<file path="src/rtl/nibbler_shift_pkg.sv">
// rtl/nibbler_shift_pkg.sv - shared constants and state encoding for the shift sequencer
package nibbler_shift_pkg;

    localparam int C_OFFBITS_DEF  = 3;
    localparam int C_BITSTEP_BITS = 2;
    localparam int C_STATE_BITS   = 3;

    localparam logic [C_STATE_BITS-1:0] S_IDLE  = 3'd0;
    localparam logic [C_STATE_BITS-1:0] S_CLEAR = 3'd1;
    localparam logic [C_STATE_BITS-1:0] S_NIB   = 3'd2;
    localparam logic [C_STATE_BITS-1:0] S_BIT   = 3'd3;
    localparam logic [C_STATE_BITS-1:0] S_DONE  = 3'd4;

endpackage

</file>
<file path="src/rtl/param_down_counter.sv">
// rtl/param_down_counter.sv - loadable down-counter that saturates at zero
module param_down_counter #(
    parameter int W = 3
) (
    input  logic         clk,
    input  logic         reset,
    input  logic         load,
    input  logic [W-1:0] load_val,
    input  logic         dec,
    output logic [W-1:0] count,
    output logic         is_zero,
    output logic         is_one
);

    always_ff @(posedge clk) begin
        if (reset) begin
            count <= '0;
        end else if (load) begin
            count <= load_val;
        end else if (dec && (count != '0)) begin
            count <= count - 1'b1;
        end
    end

    assign is_zero = (count == '0);
    assign is_one  = (count == W'(1));

endmodule

</file>
<file path="src/rtl/param_shift_seq_ctrl.sv">
// rtl/param_shift_seq_ctrl.sv - splits a shift amount into nibble-index steps and single-bit steps
module param_shift_seq_ctrl
    import nibbler_shift_pkg::*;
#(
    parameter int C_OFFBITS   = C_OFFBITS_DEF,
    parameter int C_SHAMTBITS = C_OFFBITS + 2
) (
    input  logic                   clk,
    input  logic                   reset,
    input  logic                   req_val,
    output logic                   req_rdy,
    input  logic [C_SHAMTBITS-1:0] req_shamt,
    input  logic                   req_left,
    output logic                   demux_clr,
    output logic                   demux_en,
    output logic                   demux_dir,
    output logic                   bit_en,
    output logic                   bit_dir,
    output logic                   busy,
    output logic                   resp_val,
    input  logic                   resp_rdy
);

    logic [C_STATE_BITS-1:0]   state;
    logic [C_STATE_BITS-1:0]   state_nxt;
    logic                      dir;
    logic                      accept;
    logic [C_OFFBITS-1:0]      nib_cnt;
    logic [C_BITSTEP_BITS-1:0] bit_cnt;
    logic                      nib_zero;
    logic                      nib_one;
    logic                      bit_zero;
    logic                      bit_one;

    assign accept = req_val && req_rdy;

    param_down_counter #(.W(C_OFFBITS)) u_nib_cnt (
        .clk      (clk),
        .reset    (reset),
        .load     (accept),
        .load_val (req_shamt[C_SHAMTBITS-1:C_BITSTEP_BITS]),
        .dec      (state == S_NIB),
        .count    (nib_cnt),
        .is_zero  (nib_zero),
        .is_one   (nib_one)
    );

    param_down_counter #(.W(C_BITSTEP_BITS)) u_bit_cnt (
        .clk      (clk),
        .reset    (reset),
        .load     (accept),
        .load_val (req_shamt[C_BITSTEP_BITS-1:0]),
        .dec      (state == S_BIT),
        .count    (bit_cnt),
        .is_zero  (bit_zero),
        .is_one   (bit_one)
    );

    always_comb begin
        state_nxt = state;
        case (state)
            S_IDLE:  if (accept) state_nxt = S_CLEAR;
            S_CLEAR: state_nxt = !nib_zero ? S_NIB : (!bit_zero ? S_BIT : S_DONE);
            S_NIB:   if (nib_one) state_nxt = !bit_zero ? S_BIT : S_DONE;
            S_BIT:   if (bit_one) state_nxt = S_DONE;
            S_DONE:  if (resp_rdy) state_nxt = S_IDLE;
            default: state_nxt = S_IDLE;
        endcase
    end

    always_ff @(posedge clk) begin
        if (reset) begin
            state <= S_IDLE;
            dir   <= 1'b0;
        end else begin
            state <= state_nxt;
            if (accept) dir <= req_left;
        end
    end

    // Outputs are gated by reset so nothing leaks out during the reset cycle itself.
    assign req_rdy   = !reset && (state == S_IDLE);
    assign demux_clr = !reset && (state == S_CLEAR);
    assign demux_en  = !reset && (state == S_NIB);
    assign bit_en    = !reset && (state == S_BIT);
    assign resp_val  = !reset && (state == S_DONE);
    assign busy      = !reset && (state != S_IDLE);
    assign demux_dir = demux_en && dir;
    assign bit_dir   = bit_en && dir;

endmodule

</file>
<file path="config.mk">
export PLATFORM = sky130hd
export DESIGN_NAME = param_shift_seq_ctrl
export DESIGN_NICKNAME = d
export VERILOG_FILES = /design/src/rtl/nibbler_shift_pkg.sv /design/src/rtl/param_down_counter.sv /design/src/rtl/param_shift_seq_ctrl.sv
export SDC_FILE = /design/constraint.sdc
export NUM_CORES = 1
export LEC_CHECK = 0
export BUFFER_PORTS_ARGS = -buffer_cell sky130_fd_sc_hd__buf_4
export CAP_MARGIN = 0
export CORE_MARGIN = 5
export CORE_UTILIZATION = 25
export CTS_CLUSTER_SIZE = 14
export DETAILED_ROUTE_END_ITERATION = 6
export PLACE_DENSITY = 0.53
export SLEW_MARGIN = 20
export SYNTH_ARGS = -nofsm -noshare
export SYNTH_HDL_FRONTEND = slang
export SYNTH_SLANG_ARGS = --single-unit
export TNS_END_PERCENT = 100
</file>
<file path="constraint.sdc">
create_clock -name clk -period 2.2 [get_ports clk]
set_input_delay 0.11 -clock clk [delete_from_list [all_inputs] [get_ports clk]]
set_output_delay 0.11 -clock clk [all_outputs]
set_load 0.02 [all_outputs]
</file>
==> results of run 1 <==
[how the worst max path moves through the flow]
stage / from / end / slack (ns) / cells after the start
floorplan: state[2] / dir / 0.55 / 4
finish: state[1] / u_nib_cnt.count[2] / 0.39 / 3
global placement: state[1] / u_nib_cnt.count[2] / 0.43 / 3
detailed placement: state[1] / u_nib_cnt.count[2] / 0.38 / 3
CTS: u_bit_cnt.count[0] / u_bit_cnt.count[0] / 0.39 / 5
global route: state[1] / u_nib_cnt.count[2] / 0.17 / 3
[stage by stage]
| step | worst slack (ns) | power (mW) |
|---|---|---|
| 6_report | 0.3863 | 0.5292 |
| 5_1_grt | 0.1750 | 0.5730 |
| 4_1_cts | 0.3870 | 0.5338 |
| 3_5_place_dp | 0.3842 | 0.3993 |
| 3_3_place_gp | 0.4313 | 0.3967 |
| 2_1_floorplan | 0.5450 | 0.3377 |
[synth_stat cells, types with 2 or more instances]
cell type  n
dfxtp_1    9
inv_1      7
nor3_1     7
nor2b_1    6
ha_1       5
nor2_1     5
clkbuf_1   3
nand2b_1   3
o21ai_0    3
o221ai_1   3
a211o_1    2
a311oi_1   2
a31oi_1    2
nand3_1    2
nand3b_1   2
or2b_1     2
or3_1      2
or4_1      2
or4b_2     2
[kinds of logic (layout without fill, tap and decap cells)]
| kind of cell | count (synthesis) | in the layout | synth area share [%] |
|---|---|---|---|
| XOR/XNOR | 1 | 1 | 1.271 |
| buffers and inverters | 12 | 29 | 6.896 |
| multiplexers | 2 | 2 | 3.085 |
| AO/OA/AOI/OAI | 17 | 17 | 17.97 |
| AND/OR/NAND/NOR | 39 | 39 | 35.57 |
| flip-flops | 9 | 9 | 26.13 |
| adder cells (fa/ha/maj) | 5 | 5 | 9.074 |
[metal layers]
metal	vias to the layer above	routed length [um]	GRT usage, %
met2	28	690	14.12
li1	355	-	-
met4	0	11	2.918
met3	2	130	4.496
met5	-	0	0
met1	302	836	11.81
[layout make-up]
class                           instances  area, um^2
Clock buffer                            4       26.28
Tap cell                               31       38.79
Multi-Input combinational cell         64       461.7
Timing Repair Buffer                   18       135.1
Fill cell                             301        1842
Sequential cell                         9       180.2
Inverter                                7       26.28
[where the power goes]
| part | switching, mW | internal, mW | total (mW) |
|---|---|---|---|
| Combinational | 0.100 | 0.0875 | 0.188 |
| Clock | 0.0641 | 0.0701 | 0.134 |
| Sequential | 0.0251 | 0.182 | 0.207 |
[sequential cells by signal, indices dropped and copies added (netlist names)]
signal / flops
dir: 1
state: 3
u_bit_cnt.count: 2
u_nib_cnt.count: 3
==> impl.org, run 1 <==
** Clock tree
- Buffers inserted during clock tree synthesis total 3.
- The clock drives 9 sinks.
- Number of H-tree branching levels :: 1
- After clock tree synthesis, the setup repair step added 0 buffers.
- After clock tree synthesis, the repair step resized 0 gates.
- Insertion delay of the later-clocked pin in the worst-skew pair :: 0.27 ns
- After clock tree synthesis, the clock-pin slew on the worst setup and hold paths is ~0.060 ns.
- No sink is reached through more buffers than the 2 on the longest clock path.
- The tree is rooted in a clkbuf_4.
- Hold buffers post-CTS :: 0
- CTS tree :: yes

** Routing
- Via count :: a little under 700
- The first TritonRoute pass finished after 4 iterations.
- Using the TritonRoute via totals, the vias-per-cell ratio works out to roughly 5.2.
- Post-DR wirelength/cell :: around 13 um
- DR DRC count :: 0
- The final layout contains routed wiring with a total length of about 1700 um.
- ANT nets after route :: 0
- Drt first-iter violations :: 32

** Setup path
- Data arrives at the worst endpoint at just under 2 ns.
- Cell family contributing the most delay on the critical path :: simple AND/OR/NAND/NOR gates
- Required time of the critical path :: approximately 2.4 ns
- Worst reg-to-reg setup slack :: 0.39 ns
- Cell type of the slowest stage on the worst timing path :: dfxtp_1
- Setup CP Type :: reg2reg
- Start of the worst register-to-register path :: state[1]
- Largest fanout of any net on the critical path :: 17
- Register-to-Register Path Depth :: 3
- In this run the critical register-to-register path is captured at u_nib_cnt.count[2].
- For this run, the slowest stage of the critical path takes between 0.5 and 0.6 ns.
- Number of buffer and inverter instances along the worst setup path :: 0
- Endpoint kind of the worst setup timing path :: register
- The critical path goes through or3b_1 -> or4_1 -> a311oi_1.
- STA classifies the critical path startpoint as a register.

** Synthesis
- Post-Synthesis Net Count :: 100
- Mapped Cells :: 85
- Cell area after synthesis :: ~700 um^2
- Sorting the synthesized cells by area gives the leading types as dfxtp_1 (26%), ha_1 (9.1%), nor2b_1 (5.4%), nor3_1 (5.1%), inv_1 (3.8%).
- Unique masters post-synth :: 35
- The share of the Yosys chip area taken by registers is 26.13%.
- The synthesized design devotes to its leading area cell type between 20% and 30% of total area.
- Largest area contributor in the synthesized netlist :: dfxtp_1
- Top flip-flop cell by instance count after synthesis :: dfxtp_1
- Async S/R FF share, synth :: 0%
- The Yosys step of the flow raised 0 warnings.
- After synthesis the netlist holds a flip-flop and latch count of 9.
- Number of flops mapped to enable cells by yosys :: 0
- Post-synthesis area per instance :: 8.111 um^2

** Floorplan
- The total area inside the core boundary comes to between 2000 and 3000 um^2.
- In this run the core area contains 19 standard-cell rows.
- The die covers around 3900 um^2.
- Floorplan die height :: ~63 um
- The initial utilization of the core area, before any placement, comes to about a quarter.
- In this run the count of I/O pins placed on the die edge is 18.
- The floorplan step set the die width to ~63 um.

** Layout
- Area delta synth->final :: 25.95%
- After the last flow step, the layout net total stands at 118.
- The finished layout holds about 130 standard cells, fillers aside.
- For this run, the share of the core covered by cells in the final layout is about 32%.
- Of the cells placed in the final design, the portion with a size suffix greater than 1 is approximately a quarter.
- The library cell used most frequently in the layout, excluding fill and tap cells, is buf_4.
- Commonest cells after routing, fill and taps aside :: buf_4 (18), dfxtp_1 (9), inv_1 (7), nor3_1 (7), nor2b_1 (6)
- Number of antenna diodes :: 0
- Summing all non-filler instances in the final layout gives an area of 868.3 um^2.

** Placed design
- Total of buffers placed on input and output ports :: 17
- Weighted congestion reported at the end of routability-driven placement :: just under 0.8
- DP Cell Count :: between 100 and 150
- Area post-placement :: 842.1 um^2
- Detailed placement ended at an HPWL of ~1300 um.

** Timing
- The number of pins exceeding their max-slew limit in the final report was 0.
- The routed design could run at a clock period as short as 1.814 ns.
- Of the available clock period, the critical path in the final layout requires 82.44%.
- Summed over all failing endpoints, the final setup total negative slack is 0 ns.
- Number of endpoints with negative hold slack in the final report :: 0
- Maximum clock frequency :: 551.4 MHz
- On the final layout, the worst clock skew is slightly above 0.009 ns.
- Setup violations remaining at the end of the flow were counted as 0.
- The tightest hold path in the finished design has a slack of ~0.073 ns.
- At the pin with the least slew margin, the transition time is about 0.66 ns.
- Setup repair after global routing left no endpoint under its margin.
- In this run the tightest slew margin relative to its limit is about 56%.

** Global routing
- Global routing used a little under a tenth of the available tracks across all layers.
- Global-route wire length before repair :: just over 3000 um
- For this run the aggregate overflow at the end of global routing stands at 0.
- The number of global-route vias before repair is around 730.
- Entering global routing, the biggest net connects 18 pins.
- Antenna violations before repair :: 0

** Pwr
- Static leakage :: 0.3319 nW
- Dividing total power by cell area gives a power density of 609.5 nW/um^2.
- VDD IR max :: ~0.38 mV

** Worst hold path
- The min-delay analysis places its worst path in the category in2reg.
- Hold Crit Depth :: 2
- The startpoint identified for the worst hold timing path is req_left.
- For hold timing, the worst endpoint is dir.

** Status
- Status :: finished clean

** Run
- Max Cap Violations :: 0
Power figures use the tool's default switching activity.
==> inputs of run 2 (changes only) <==
--- a/config.mk
+++ b/config.mk
@@ -5,13 +5,14 @@
 export SDC_FILE = /design/constraint.sdc
 export NUM_CORES = 1
 export LEC_CHECK = 0
+export ABC_AREA = 1
 export BUFFER_PORTS_ARGS = -buffer_cell sky130_fd_sc_hd__buf_4
 export CAP_MARGIN = 0
 export CORE_MARGIN = 5
 export CORE_UTILIZATION = 25
 export CTS_CLUSTER_SIZE = 14
 export DETAILED_ROUTE_END_ITERATION = 6
-export PLACE_DENSITY = 0.53
+export PLACE_DENSITY = 0.54
 export SLEW_MARGIN = 20
 export SYNTH_ARGS = -nofsm -noshare
 export SYNTH_HDL_FRONTEND = slang
==> constraint.sdc (replaced) <==
create_clock -name clk -period 1.5 [get_ports clk]
set_input_delay 0.075 -clock clk [delete_from_list [all_inputs] [get_ports clk]]
set_output_delay 0.075 -clock clk [all_outputs]
set_load 0.02 [all_outputs]
==> run 2 against run 1 <==
Effect of this change:
- synthesized cell count rose by 36%
- first-iteration DRC count fell by 56%
- design area rose by 1.9%
- worst setup slack got worse by 0.24 ns
- largest cell class unchanged
- highest routed layer is now met3
- critical path depth rose by 2
- global-route usage fell by 0.84 points
==> impl.org, run 2 <==
** Status
- The flow ran to the end, and the final reports show no timing, DRC or antenna violations.

** Timing
- Worst slew pin tran :: about 0.27 ns
- In this run the tightest slew margin relative to its limit is 81.91%.
- Setup repair after global routing missed its margin :: no
- Worst hold slack :: roughly 0.043 ns
- After layout, the worst path uses around nine tenths of the clock period.
- The final hold violation count was 0.
- Adding up every negative setup slack in the final design gives 0 ns.
- Maximum clock frequency :: between 700 and 800 MHz
- Pins over their slew limit :: 0
- Total of endpoints with negative setup slack in the final report :: 0
- After layout, the minimum clock period comes to about 1.3 ns.
- Clock skew on the completed layout was measured at 0.0008300 ns.

** Synthesis
- Sequential elements use approximately a quarter of the synthesized area.
- Portion of netlist area occupied by mux cells :: 0%
- Unique masters post-synth :: 20
- Largest family of logic cells by synthesized area :: simple AND/OR/NAND/NOR gates
- Post-Synthesis Net Count :: roughly 130
- Summing the areas of all compound-gate instances in the mapped netlist gives around 7.5% of the synthesized area.
- The synthesized design devotes to its leading area cell type 25.58% of total area.
- Xor and xnor fraction of the mapped netlist area :: roughly 3.7%
- During synthesis, Yosys emitted a total of 0 warnings.
- Most common library cells after synthesis :: nor2_1 (28), nand2_1 (24), inv_1 (19), nand3_1 (13), dfxtp_1 (9)
- Ranked by total cell area, the synthesized netlist is headed by dfxtp_1 (26%), nor2_1 (15%), nand2_1 (13%), inv_1 (10%), nand3_1 (9.2%).
- After synthesis, the mean cell area works out to slightly above 6 um^2.
- The synthesized design contains 9 register bits.
- Summing the areas of all fa, ha and maj instances in the mapped netlist gives under 10% of the synthesized area.
- Number of flops mapped to enable cells by yosys :: 0
- Top flip-flop cell by instance count after synthesis :: dfxtp_1
- Synthesized-area fraction occupied by and/or/nand/nor cells :: a little over two fifths
- The synthesized netlist occupies a cell area of between 700 and 800 um^2.
- Async S/R FF share, synth :: 0%
- Most frequently used cell type in the post-synthesis netlist :: nor2_1
- Largest area contributor in the synthesized netlist :: dfxtp_1
- Synthesis produced approximately 120 cells.

** Routing
- Post-DR wirelength/cell :: between 9 and 10 um
- In the routed design, unresolved DRC markers number 0.
- Wires add up to 1605 um.
- Once detail routing completed, the nets flagged for antenna violations numbered 0.
- The routed layout has ~740 vias.
- Via/cell ratio :: ~4.4
- Drt first-iter violations :: 14
- Iteration count of the initial detailed-routing pass :: 4

** Setup path
- Across all register-to-register paths, the minimum setup slack is roughly 0.17 ns.
- Critical Path Sink :: bit_dir
- Cell family contributing the most delay on the critical path :: flip-flops
- Endpoint kind of the worst setup timing path :: output port
- The worst setup path is launched from a register.
- Endpoint of the lowest-slack register-to-register path :: u_nib_cnt.count[0]
- Among all stages on the critical path, the largest delay is contributed by dfxtp_2.
- Counting cells, the worst reg-to-reg path comes to 8.
- At the worst endpoint, the required time is roughly 1.4 ns.
- Most Frequent Cell on Critical Path :: nor2_1
- Of all nets on the critical path, the largest fanout is 9.
- Counting both buffers and inverters, the worst setup path holds a total of 2.
- STA puts the critical path data arrival time at 1.27 ns.
- Crit path largest cell delay :: approximately 0.40 ns
- Crit path launch :: state[1]
- Cell count along the critical path :: 5
- The critical path goes through nand2_1 -> nor2_1 -> inv_1 -> nor2_1 -> buf_4.
- Setup CP Type :: reg2out
- Start of the worst register-to-register path :: u_nib_cnt.count[0]

** Placed design
- The congestion estimate from routability-driven global placement came to around 0.8.
- The placed instances occupy a cell area of 855.8 um^2.
- Input and output buffers added on the ports amount to 17.
- Once detailed placement completed, the half-perimeter wirelength came to 1327 um.

** Pwr
- Switching power as a share of total power :: approximately 46%
- For this design the ratio of total power to cell area is 1429 nW/um^2.
- Per report_power, the clock group accounts for between 10% and 20% of the total.
- For this design the static power due to leakage is ~0.47 nW.
- VDD IR max :: roughly 0.66 mV
- Of the total power, registers draw a little under a third.
- Internal power :: approximately 0.68 mW
- Share of total power in combinational logic :: 55.0%
- Overall power consumption after layout is estimated at about 1.3 mW.
- Switching power :: around 0.58 mW

** Layout
- The area growth from synthesis to layout is 25.58%.
- Leaving out fill and tap cells, the most frequent cell in the layout is nor2_1.
- Share of final-layout standard cells stronger than drive strength 1 :: approximately 19%
- Largest regs :: state x3, u_nib_cnt.count x3, u_bit_cnt.count x2
- Sequential Area :: ~180 um^2
- Commonest cells after routing, fill and taps aside :: nor2_1 (28), nand2_1 (24), inv_1 (19)
- Post-layout utilization of the core :: between 30% and 40%
- The filler cells instantiated in the layout total approximately 300.
- Multi-input gate area :: between 400 and 500 um^2
- With fillers left out, the area of the finished cells amounts to a little under 900 um^2.
- The number of antenna diodes in the final layout is 0.
- The final layout contains between 150 and 200 nets.

** Global routing
- The first global-routing pass estimated approximately 2800 um of wire.
- Total congestion overflow :: 0
- Number of global-route vias before repair :: approximately 650
- Overall fraction of global-route tracks in use :: 8.566%
- Entering global routing, the biggest net connects 13 pins.
- Antenna violations before repair :: 0

** Clock tree
- Cts bufs inserted :: 3
- For the worst-skew pair, the clock arrives at the later sink with an insertion delay of roughly 0.26 ns.
- Number of H-tree branching levels :: 1
- CTS tree :: yes
- CTS placed an instance of clkbuf_4 at the clock tree root.
- Clock transition at the registers of the reported paths :: approximately 0.060 ns
- TritonCTS sink count :: 9
- Hold buffers post-CTS :: 0
- The clock passes through at most 2 buffers.

** Run
- Across the run, the number of max-cap violations was 0.

** Floorplan
- Floorplan Core Area :: 2734 um^2
- The die covers 3979 um^2.
- Once the floorplan was initialized, standard cells occupied between 20% and 30% of the core.
- Width of the die :: roughly 63 um
- The floorplan has 19 rows.
- The die is roughly 63 um tall.
- Number of ports placed on the die boundary :: 18

** Worst hold path
- The path class of the tightest hold or removal check is in2reg.
==> run 2: changes by cell type after synthesis, sizes merged, moves of 3 or more <==
| cell | change |
|---|---|
| nor3 | -7 |
| o221ai | -3 |
| clkbuf | -3 |
| nand2b | -3 |
| nand2 | +23 |
| inv | +12 |
| nor2b | -6 |
| nand3 | +11 |
| a21oi | +3 |
| nor2 | +25 |
==> run 2: cells by family (layout without fill, tap and decap cells) <==
family / after synthesis / count (layout)
AO/OA/AOI/OAI: 9 / 9
XOR/XNOR: 3 / 3
adder cells (fa/ha/maj): 5 / 5
buffers and inverters: 21 / 40
flip-flops: 9 / 9
AND/OR/NAND/NOR: 69 / 69
==> run 2: cell type report <==
cell class              instances  share of cell area, %
well taps                      31                  4.385
inverters                      19                  8.062
multi-input cells              86                  49.50
repair buffers                 17                  14.43
clock buffers                   4                  2.970
flip-flops and latches          9                  20.65
==> run 2: layer usage <==
| layer | up-vias | share of wire [%] | GRT usage (%) |
|---|---|---|---|
| li1 | 398 | - | - |
| met1 | 325 | 48 | 10.45 |
| met2 | 13 | 47 | 13.59 |
| met3 | 0 | 4.4 | 1.599 |
| met4 | 0 | 0 | 5.570 |
| met5 | - | 0 | 0 |
==> run 2: what timing repair did <==
action	CTS	global route
resized for setup	0	2
buffers inserted	0	0
setup endpoints to repair	0	2
==> run 2: worst min-delay path by stage <==
stage             start  end  slack (ns)  cells after the start
2_1_floorplan  req_left  dir        0.21                      2
3_3_place_gp   req_left  dir        0.31                      3
3_5_place_dp   req_left  dir        0.31                      3
4_1_cts        req_left  dir        0.04                      3
5_1_grt        req_left  dir        0.07                      3
6_report       req_left  dir        0.04                      3
==> run 2: power by group through the flow <==
stage	registers, mW	logic [mW]	clock network [mW]
after floorplan	0.360	0.550	0
after global placement	0.380	0.707	0
after detailed placement	0.383	0.703	0
after global routing	0.395	0.802	0.217
after CTS	0.377	0.705	0.200
final	0.380	0.696	0.188
==> run 2: stage by stage <==
| stage | instances | setup slack (ns) |
|---|---|---|
| 3_3_place_gp | 162 | 0.1909 |
| 5_1_grt | 166 | 0.03677 |
| 2_1_floorplan | 116 | 0.2504 |
| 4_1_cts | 166 | 0.05603 |
| 6_report | 166 | 0.1501 |
| 3_5_place_dp | 162 | 0.1682 |
==> run 2: worst reg2reg max path, cell delays in order, from the launching register on <==
cell,delay [ns]
dfxtp_1,0.37
inv_1,0.08
ha_1,0.22
nand2_1,0.07
nand3_1,0.15
xor2_1,0.19
nand2_1,0.06
nand2_1,0.05
inv_1,0.03
